===== src/rtl/uart_pkg.sv =====
// Shared definitions for the FIFO-fed UART transmitter: FSM state encoding,
// line levels and the parity helper.
package uart_pkg;

    // Transmitter FSM states. The encoding is fixed so that the debug state
    // output stays stable across revisions.
    typedef enum logic [2:0] {
        TX_IDLE   = 3'd0,
        TX_FETCH  = 3'd1,
        TX_LOAD   = 3'd2,
        TX_START  = 3'd3,
        TX_DATA   = 3'd4,
        TX_PARITY = 3'd5,
        TX_STOP   = 3'd6
    } tx_state_t;

    // Serial line levels.
    localparam logic IDLE_LEVEL  = 1'b1;
    localparam logic START_LEVEL = 1'b0;

    // Widest word the parity helper accepts. Callers zero-extend their data,
    // and the extra zeros do not change the XOR.
    localparam int PARITY_MAX_W = 64;

    // Even parity is the XOR of the data bits; odd parity is its inverse.
    function automatic logic calc_parity(input logic [PARITY_MAX_W-1:0] data,
                                         input logic                    odd);
        return (^data) ^ odd;
    endfunction

endpackage


===== src/rtl/fifo_uart_tx_if.sv =====
// FIFO read port as seen by a consumer.
//
// Handshake: the consumer raises fifo_rd_en for exactly one cycle, and only
// after it has seen fifo_empty low. The FIFO presents the popped word on
// fifo_rd_data in the cycle after the strobe. The data path has no
// backpressure, and the consumer must not strobe again until it has used
// the word.
interface fifo_uart_tx_if #(
    parameter int WIDTH = 8
);
    logic             fifo_empty;
    logic [WIDTH-1:0] fifo_rd_data;
    logic             fifo_rd_en;

    // master: the consumer (UART transmitter) side
    modport master (
        output fifo_rd_en,
        input  fifo_empty,
        input  fifo_rd_data
    );

    // slave: the FIFO side
    modport slave (
        input  fifo_rd_en,
        output fifo_empty,
        output fifo_rd_data
    );

endinterface


===== src/rtl/uart_baud_tick.sv =====
// Bit-time counter. It counts 0..CLKS_PER_BIT-1 and wraps. tick marks the
// last cycle of a bit time. tick_next marks the cycle before that, so the
// owner can register outputs that must line up with the final cycle.
// clear restarts the count so that the next cycle is cycle 0 of a new bit.
module uart_baud_tick #(
    parameter int CLKS_PER_BIT = 868
) (
    input  logic clk,
    input  logic rst,
    input  logic clear,
    output logic tick,
    output logic tick_next
);

    localparam int            CW   = (CLKS_PER_BIT > 1) ? $clog2(CLKS_PER_BIT) : 1;
    localparam logic [CW-1:0] LAST = CW'(CLKS_PER_BIT - 1);
    localparam logic [CW-1:0] PRE  = CW'(CLKS_PER_BIT - 2);

    logic [CW-1:0] cnt_q;
    logic [CW-1:0] cnt_d;

    // Next count: restart on clear or at the bit boundary, otherwise advance
    always_comb begin
        cnt_d = cnt_q;
        if (clear || (cnt_q == LAST)) begin
            cnt_d = '0;
        end else begin
            cnt_d = cnt_q + CW'(1);
        end
    end

    // Counter register with synchronous reset
    always_ff @(posedge clk) begin
        if (rst) begin
            cnt_q <= '0;
        end else begin
            cnt_q <= cnt_d;
        end
    end

    assign tick      = (cnt_q == LAST);
    assign tick_next = (cnt_q == PRE);

endmodule


===== src/rtl/fifo_uart_tx.sv =====
// FIFO-fed UART transmitter. It pops one word per frame from the FIFO read
// port and sends start, WIDTH data bits LSB first, an optional parity bit,
// and then STOP_BITS stop bits. While the FIFO has data it drains it back to
// back, and it idles with the line high otherwise. Every output comes from a
// flop. Each flop's next value is derived from the FSM's next state, so the
// outputs change on the same edge as the state.
module fifo_uart_tx
    import uart_pkg::*;
#(
    parameter int WIDTH        = 8,
    parameter int CLKS_PER_BIT = 868,
    parameter int PARITY_EN    = 0,
    parameter int PARITY_ODD   = 0,
    parameter int STOP_BITS    = 1
) (
    input  logic                   clk,
    input  logic                   rst,
    input  logic                   enable,
    fifo_uart_tx_if.master         fifo,
    output logic                   tx,
    output logic                   busy,
    output logic                   frame_done,
    output tx_state_t              dbg_state
);

    localparam logic [2:0] ST_IDLE   = TX_IDLE;
    localparam logic [2:0] ST_FETCH  = TX_FETCH;
    localparam logic [2:0] ST_LOAD   = TX_LOAD;
    localparam logic [2:0] ST_START  = TX_START;
    localparam logic [2:0] ST_DATA   = TX_DATA;
    localparam logic [2:0] ST_PARITY = TX_PARITY;
    localparam logic [2:0] ST_STOP   = TX_STOP;

    // The bit counter indexes data bits in DATA and stop bits in STOP.
    localparam int            BW        = $clog2(WIDTH + 1);
    localparam logic [BW-1:0] LAST_DATA = BW'(WIDTH - 1);
    localparam logic [BW-1:0] LAST_STOP = BW'(STOP_BITS - 1);

    logic [2:0]       state_q,      state_d;
    logic [WIDTH-1:0] shift_q,      shift_d;
    logic [BW-1:0]    bit_cnt_q,    bit_cnt_d;
    logic             parity_q,     parity_d;
    logic             tx_q,         tx_d;
    logic             fifo_rd_en_q, fifo_rd_en_d;
    logic             busy_q,       busy_d;
    logic             frame_done_q, frame_done_d;

    logic             tick;
    logic             tick_next;
    logic             baud_clear;
    logic             can_start;

    // Any state change restarts the bit timer, so the new state begins at
    // cycle 0 of a full bit time.
    assign baud_clear = (state_d != state_q);

    uart_baud_tick #(
        .CLKS_PER_BIT (CLKS_PER_BIT)
    ) u_baud (
        .clk       (clk),
        .rst       (rst),
        .clear     (baud_clear),
        .tick      (tick),
        .tick_next (tick_next)
    );

    // fifo_empty is used only where this is evaluated: in IDLE and in the
    // final stop cycle.
    assign can_start = enable && !fifo.fifo_empty;

    // FSM next state, shifter, bit counter and parity capture
    always_comb begin
        state_d   = state_q;
        shift_d   = shift_q;
        bit_cnt_d = bit_cnt_q;
        parity_d  = parity_q;
        case (state_q)
            ST_IDLE: begin
                if (can_start) begin
                    state_d = ST_FETCH;
                end
            end
            ST_FETCH: begin
                // Strobe cycle; the word arrives in the next cycle.
                state_d = ST_LOAD;
            end
            ST_LOAD: begin
                shift_d   = fifo.fifo_rd_data;
                parity_d  = calc_parity(PARITY_MAX_W'(fifo.fifo_rd_data), PARITY_ODD != 0);
                bit_cnt_d = '0;
                state_d   = ST_START;
            end
            ST_START: begin
                if (tick) begin
                    bit_cnt_d = '0;
                    state_d   = ST_DATA;
                end
            end
            ST_DATA: begin
                if (tick) begin
                    if (bit_cnt_q == LAST_DATA) begin
                        bit_cnt_d = '0;
                        state_d   = (PARITY_EN != 0) ? ST_PARITY : ST_STOP;
                    end else begin
                        bit_cnt_d = bit_cnt_q + BW'(1);
                        shift_d   = shift_q >> 1;
                    end
                end
            end
            ST_PARITY: begin
                if (tick) begin
                    bit_cnt_d = '0;
                    state_d   = ST_STOP;
                end
            end
            ST_STOP: begin
                if (tick) begin
                    if (bit_cnt_q == LAST_STOP) begin
                        bit_cnt_d = '0;
                        state_d   = can_start ? ST_FETCH : ST_IDLE;
                    end else begin
                        bit_cnt_d = bit_cnt_q + BW'(1);
                    end
                end
            end
            default: begin
                state_d = ST_IDLE;
            end
        endcase
    end

    // Registered outputs, derived from the next state so they line up with it
    always_comb begin
        tx_d         = IDLE_LEVEL;
        fifo_rd_en_d = (state_d == ST_FETCH);
        busy_d       = (state_d != ST_IDLE);
        // tick_next in the last stop bit means that the next cycle is the
        // final cycle of the frame.
        frame_done_d = (state_q == ST_STOP) && (bit_cnt_q == LAST_STOP) && tick_next;
        case (state_d)
            ST_START:  tx_d = START_LEVEL;
            ST_DATA:   tx_d = shift_d[0];
            ST_PARITY: tx_d = parity_d;
            default:   tx_d = IDLE_LEVEL;
        endcase
    end

    // State and output registers; a reset aborts any frame in progress
    always_ff @(posedge clk) begin
        if (rst) begin
            state_q      <= ST_IDLE;
            shift_q      <= '0;
            bit_cnt_q    <= '0;
            parity_q     <= 1'b0;
            tx_q         <= IDLE_LEVEL;
            fifo_rd_en_q <= 1'b0;
            busy_q       <= 1'b0;
            frame_done_q <= 1'b0;
        end else begin
            state_q      <= state_d;
            shift_q      <= shift_d;
            bit_cnt_q    <= bit_cnt_d;
            parity_q     <= parity_d;
            tx_q         <= tx_d;
            fifo_rd_en_q <= fifo_rd_en_d;
            busy_q       <= busy_d;
            frame_done_q <= frame_done_d;
        end
    end

    assign tx              = tx_q;
    assign busy            = busy_q;
    assign frame_done      = frame_done_q;
    assign fifo.fifo_rd_en = fifo_rd_en_q;
    assign dbg_state       = tx_state_t'(state_q);

endmodule


===== src/flat_wrapper.sv =====
// flat-port wrapper written by rule: the top's interface ports become plain ports
module fifo_uart_tx_flat import uart_pkg::*;
#(
    parameter int WIDTH        = 8,
    parameter int CLKS_PER_BIT = 868,
    parameter int PARITY_EN    = 0,
    parameter int PARITY_ODD   = 0,
    parameter int STOP_BITS    = 1
)
  (clk, rst, enable, tx, busy, frame_done, dbg_state, fifo_fifo_rd_en, fifo_fifo_empty, fifo_fifo_rd_data);
  fifo_uart_tx_if #(.WIDTH(WIDTH)) fifo_i ();
  input  logic clk;
  input  logic rst;
  input  logic enable;
  output logic tx;
  output logic busy;
  output logic frame_done;
  output tx_state_t dbg_state;
  output wire logic [$bits(fifo_i.fifo_rd_en)-1:0] fifo_fifo_rd_en;
  input wire logic [$bits(fifo_i.fifo_empty)-1:0] fifo_fifo_empty;
  input wire logic [$bits(fifo_i.fifo_rd_data)-1:0] fifo_fifo_rd_data;
  assign fifo_fifo_rd_en = fifo_i.fifo_rd_en;
  assign fifo_i.fifo_empty = fifo_fifo_empty;
  assign fifo_i.fifo_rd_data = fifo_fifo_rd_data;
  fifo_uart_tx #(.WIDTH(WIDTH), .CLKS_PER_BIT(CLKS_PER_BIT), .PARITY_EN(PARITY_EN), .PARITY_ODD(PARITY_ODD), .STOP_BITS(STOP_BITS)) u_core (.clk(clk), .rst(rst), .enable(enable), .fifo(fifo_i), .tx(tx), .busy(busy), .frame_done(frame_done), .dbg_state(dbg_state));
endmodule

===== config.mk =====
export PLATFORM = sky130hd
export DESIGN_NAME = fifo_uart_tx_flat
export DESIGN_NICKNAME = d
export VERILOG_FILES = /design/src/rtl/uart_pkg.sv /design/src/rtl/fifo_uart_tx_if.sv /design/src/rtl/uart_baud_tick.sv /design/src/rtl/fifo_uart_tx.sv /design/src/flat_wrapper.sv
export SDC_FILE = /design/constraint.sdc
export NUM_CORES = 1
export LEC_CHECK = 0
export BUFFER_PORTS_ARGS = -buffer_cell sky130_fd_sc_hd__buf_4
export CORE_MARGIN = 2
export CORE_UTILIZATION = 40
export DETAILED_ROUTE_END_ITERATION = 6
export HOLD_SLACK_MARGIN = 0.08
export PLACE_DENSITY = 0.71
export SLEW_MARGIN = 20
export SYNTH_ARGS = -nofsm -noshare
export SYNTH_HDL_FRONTEND = slang
export SYNTH_SLANG_ARGS = --single-unit
export TNS_END_PERCENT = 1

===== constraint.sdc =====
create_clock -name clk -period 1.9 [get_ports clk]
set_input_delay 0.475 -clock clk [delete_from_list [all_inputs] [get_ports clk]]
set_output_delay 0.475 -clock clk [all_outputs]
set_load 0.01 [all_outputs]

======== After elaboration in Yosys (flattened, before gate mapping) ========
Cells that the tools add are included.
W data, S select, Z words.
operators by class
  equality and inequality tests ........... 18
  reductions and logical operators ........ 15
  $add $sub $neg .......................... 2
  multiplexer cells ....................... 20
operators by type and width
  cell                     count
  $reduce_xor A64 Y1       1
  $mux W3                  7
  $pmux W3 S7              1
  $eq A10 B10 Y1 const B   2
  $mux W4                  5
  $mux W8                  2
  $pmux W4 S4              1
  $pmux W8 S2              1
  $eq A3 B3 Y1 const B     5
  $add A10 B1 Y10 const B  1
  $eq A3 B2 Y1 const B     3
  $eq A3 B1 Y1 const B     2
  $ne A2 B1 Y1 const B     3
  $add A4 B1 Y4 const B    1
  $eq A4 B3 Y1 const B     1
  $logic_not A4 Y1         1
  $reduce_and A4 Y1        1
  $reduce_bool A4 Y1       1
  $reduce_or A2 Y1         2
  $logic_and A1 B1 Y1      3
  $logic_not A3 Y1         1
  $ne A3 B3 Y1             1
  $pmux W1 S3              1
  $reduce_and A3 Y1        1
  other kinds (6)          7
word-level totals
  bits of input ports ..................... 12
  output and inout port bits .............. 7
  bits in registers ....................... 30
  word-level logic and storage cells ...... 65

======== Longest topological paths before layout ========
  word-level depth ........................ 9
  gate-level depth with buffers ........... 8
  depth with buffers taken out ............ 8

======== By module ========
Synthesis repeated with hierarchy kept, for this count alone.
unflattened totals
  cells, all modules ...................... 185
  area total of the unflattened synthesis .. 1684.1 um^2
by module, submodules not included
  module          instances  cells an instance  seq. area each (um^2)  area each (um^2)
  fifo_uart_tx    1          132                400.4                  1212.4
  uart_baud_tick  1          53                 200.2                  471.7

======== Worst setup path after synthesis ========
Ideal clock, no wire load.
  path type ............................... register to register
  from .................................... register u_core.u_baud.cnt_q[2]
  to ...................................... register u_core.bit_cnt_q[3]
  arrival time ............................ 1.887 ns
  stages on the path, launching flop included .. 6
  required time ........................... 1.829 ns
  setup time .............................. 0.071 ns
  slack ................................... -0.057 ns
  buffers on the path ..................... 0
  period minus slack after synthesis ...... 1.957 ns
  cell sequence ........................... dfxtp_1 > nor4b_4 > nand3_2 > a221o_1 > or4_1 > a21oi_1
on the way
  word-level cells in the longest chain between the ends .. 3
  elaborated cells between the ends (all ways) .. 5
  those cells by class .................... eq/ne: 4; reduce/logical: 1
RTL lines
  what                                  line                  source
  from (decl)                           uart_baud_tick.sv:19  logic [CW-1:0] cnt_q;
  from (signal assigned)                uart_baud_tick.sv:37  cnt_q <= cnt_d;
  $eq A10 B10 Y1 *                      uart_baud_tick.sv:41  assign tick = (cnt_q == LAST);
  $ne A2 B1 Y1 (no source line)         n/a
  $reduce_and A4 Y1 (no source line) *  n/a
  to (signal assigned)                  fifo_uart_tx.sv:162   bit_cnt_q <= bit_cnt_d;
  to (decl)                             fifo_uart_tx.sv:41    logic [BW-1:0] bit_cnt_q, bit_cnt_d;
Every way passes the cells marked *; elsewhere a longest branch is shown, timed or not.
A chain may end at the register's enable or synchronous reset.

======== Final worst setup path ========
  from .................................... register u_core.u_baud.cnt_q[2]
  to ...................................... register u_core.bit_cnt_q[2]
The elaborated chain is that of the path after synthesis.

==> metrics.txt <==
outcome=finished clean; initial standard-cell utilization of the core=41.73%; Antenna Nets Post-Route=0; number of buffers inserted by port buffering=18; crit path setup slack, layout=0.03041 ns; post-synth top area cell=sky130_fd_sc_hd__dfxtp_1; Longest Clk Path Bufs=2; width of the die=65.80 um; Detailed Place HPWL=2393 um; Boundary Pins=19; number of nets in the layout=236; setup repair after global routing missed its margin=yes; synth warn=0; row count=22; total grt overflow=0; slew at the pin with the worst max-slew slack=0.4414 ns; Post-CTS Hold Buffers=0; Worst Hold Path Cells=2; area of all placed cells without fillers=1932 um2; library cell contributing the largest single delay on the critical path=sky130_fd_sc_hd__a221o_1; Seq cells post-synth=30; min-delay worst type=flop to flop; final core utilization=52.77%; type of the setup path with the least slack=flop to flop; count of different cell masters after synthesis=40; Post-Synthesis Cells=186; destination of the worst register-to-register timing path=u_core.bit_cnt_q[2]; Post-Place Worst Slack=0.02292 ns; Placed Area=1832 um2; clock buffers created by TritonCTS=5; Routability Congestion=0.7950; remaining design rule violation count=0; power per unit of standard cell area=751.4 nW/um2; min-delay src=u_core.shift_q[3]; Final Instance Count excl. Fillers=269; part of the cycle the worst path needs=98.40%; Via-to-Cell Ratio=5.112; drt wl/cell=11.83 um; Die Height=65.80 um; hold-critical path endpoint=u_core.shift_q[3]; most frequent standard cell in the layout excluding fill and tap cells=sky130_fd_sc_hd__buf_4; fraction of layout instances using a drive strength above 1=23.53%; most used cells in the layout excluding fill and tap cells=sky130_fd_sc_hd__buf_4 (38), sky130_fd_sc_hd__dfxtp_1 (29), sky130_fd_sc_hd__nor2_1 (28), sky130_fd_sc_hd__a21oi_1 (18), sky130_fd_sc_hd__xnor2_1 (12); final worst path period need=1.870 ns; required time at the endpoint of the critical path=2.11 ns; buffer type at the clock tree root=sky130_fd_sc_hd__clkbuf_8; number of detailed-route iterations in the first pass=4; global-route wire length before repair=5699 um; Core Region=3661 um2; largest cells by area after synthesis=sky130_fd_sc_hd__dfxtp_1 (39%), sky130_fd_sc_hd__nor2_1 (6.9%), sky130_fd_sc_hd__xnor2_1 (6.9%); final setup violation count=0; kind of capture point of the worst setup path=flop; area enclosed by the die boundary=4330 um2; Cell Chain, Critical Path=nor4b_4 -> nand3_2 -> a221o_1 -> buf_4 -> or3_1 -> a21oi_1; Hold Vio Cnt, Final=0; synthesized area per cell=8.214 um2; clock latency on the worst-skew pair=0.28 ns; Inserted Diodes=0; initial DRC count=51; post-CTS sizing=0; number of global-route vias before repair=1326; pins over their slew limit=0; Leak Pwr=0.7141 nW; total of max-cap violations=0; largest vdd supply drop=373.3 uV; GRT Total Usage=17.21%; worst setup slack for register-to-register paths=0.03 ns; CTS tree=built; Max Clock Skew=0.004510 ns; synthesis-to-finish area growth=26.45%; top achievable clock speed=534.9 MHz; reg-to-reg critical path startpoint=u_core.u_baud.cnt_q[2]; Reg clk slew, reported paths=0.06 ns; maximum number of pins on one net before global-route repair=21; Setup Fix Bufs, Post-CTS=0; Critical Path Max Stage Delay=0.38 ns; routed vias=1375; summed instance area of the synthesized netlist=1528 um2; # H-tree levels=2; proportion of netlist area held by the largest area contributor=39.31%; Slew HR=70.53%; number of placed instances, taps included=261; biggest fanout along the worst timing path=6; number of antenna violations at the first check in global routing=0; Routed Wire Length=3182 um; sequential-to-total area share from yosys stat=39.31%; Syn Nets=202; cells on worst reg2reg path=6; CTS sink cnt=30; startpoint type of the worst setup path=flop; number of fillers in the final layout=357; worst endpoint data arrival time=2.08 ns
## layout make-up
class	instances	area, um2	area share, %
Tap cell	48	60.06	3.109
Clock inverter	1	5.005	0.2591
Inverter	6	22.52	1.166
Clock buffer	7	86.33	4.469
Multi-Input combinational cell	139	870.8	45.08
Timing Repair Buffer	38	285.3	14.77
Sequential cell	30	601.8	31.15
## worst max-delay path by stage
| stage | end | from | cells past startpoint | slack (ns) |
|---|---|---|---|---|
| 2_1_floorplan | u_core.tx | u_core.u_baud.cnt_q[0] | 8 | -0.02 |
| 3_3_place_gp | u_core.bit_cnt_q[3] | u_core.u_baud.cnt_q[7] | 5 | 0.07 |
| 3_5_place_dp | u_core.bit_cnt_q[3] | u_core.u_baud.cnt_q[7] | 5 | 0.02 |
| 4_1_cts | u_core.bit_cnt_q[3] | u_core.u_baud.cnt_q[7] | 5 | 0.009 |
| 5_1_grt | u_core.bit_cnt_q[2] | u_core.u_baud.cnt_q[2] | 6 | -0.06 |
| 6_report | u_core.bit_cnt_q[2] | u_core.u_baud.cnt_q[2] | 6 | 0.03 |
## worst max-delay path, delay by kind of cell, from the launching register on
kind,cells,cell delay (ns)
and+or+nand+nor,3,0.82
AOI/OAI and AO/OA,2,0.49
DFF,1,0.33
buffers and inverters,1,0.15
## per-stage QoR
step | hold slack (ns) | setup TNS (ns) | power (mW)
CTS | 0.4552 | 0 | 1.471
floorplan | 0.4360 | -0.01596 | 0.8543
detailed placement | 0.4470 | 0 | 0.9496
global placement | 0.4438 | 0 | 0.9449
global route | 0.4804 | -0.1223 | 1.533
finish | 0.4538 | 0 | 1.452
## registers in the layout (all words and copies together) (netlist names)
name and count:
u_core.bit_cnt_q 4, u_core.busy 1, u_core.dbg_state 3, u_core.fifo.fifo_rd_en 1, u_core.frame_done 1, u_core.parity_q 1, u_core.shift_q 8, u_core.tx 1
u_core.u_baud.cnt_q 10
## report_power, final
part | total, mW | switching [mW] | internal, mW
Clock | 0.516 | 0.224 | 0.291
Combinational | 0.245 | 0.122 | 0.123
Sequential | 0.690 | 0.0289 | 0.662
## logic make-up (layout without fill, tap and decap cells)
| kind of cell | Yosys count | after routing | synth area share (%) |
|---|---|---|---|
| and+or+nand+nor | 75 | 75 | 26.45 |
| AOI/OAI and AO/OA | 45 | 45 | 18.18 |
| DFF | 30 | 30 | 39.31 |
| buffers and inverters | 17 | 52 | 4.177 |
| xor gates and xnor gates | 15 | 15 | 8.600 |
| adders and majority gates | 4 | 4 | 3.276 |
## per-layer routing
layer / GRT usage [%] / part of all wire [%] / wire (um)
met1: 21.69 / 46 / 1473
met2: 27.78 / 47 / 1483
met3: 4.600 / 5.3 / 169
met4: 7.031 / 1.8 / 57
met5: 0 / 0 / 0
## cell usage after synthesis, drive strengths merged
master and instances:
or4 1, a22oi 6, o21ai 8, nand3 10, xor2 3, inv 6
nand3b 1, nand2 11, a221o 1, nand4 4, nor2 28, xnor2 12
and4b 1, a22o 1, o211a 1, a31oi 2, nand2b 3, a41oi 1
clkbuf 11, a311o 1, and3 1, nor4 1, nor3 2, dfxtp 30
and4 1, a21o 1, nor3b 2, ha 4, and3b 1, nor4b 2
nand4b 1, a211oi 3, or3 1, o21a 1, nor4bb 1, nor2b 3
a21oi 19
Note: power is estimated with default switching activity, not from simulation.
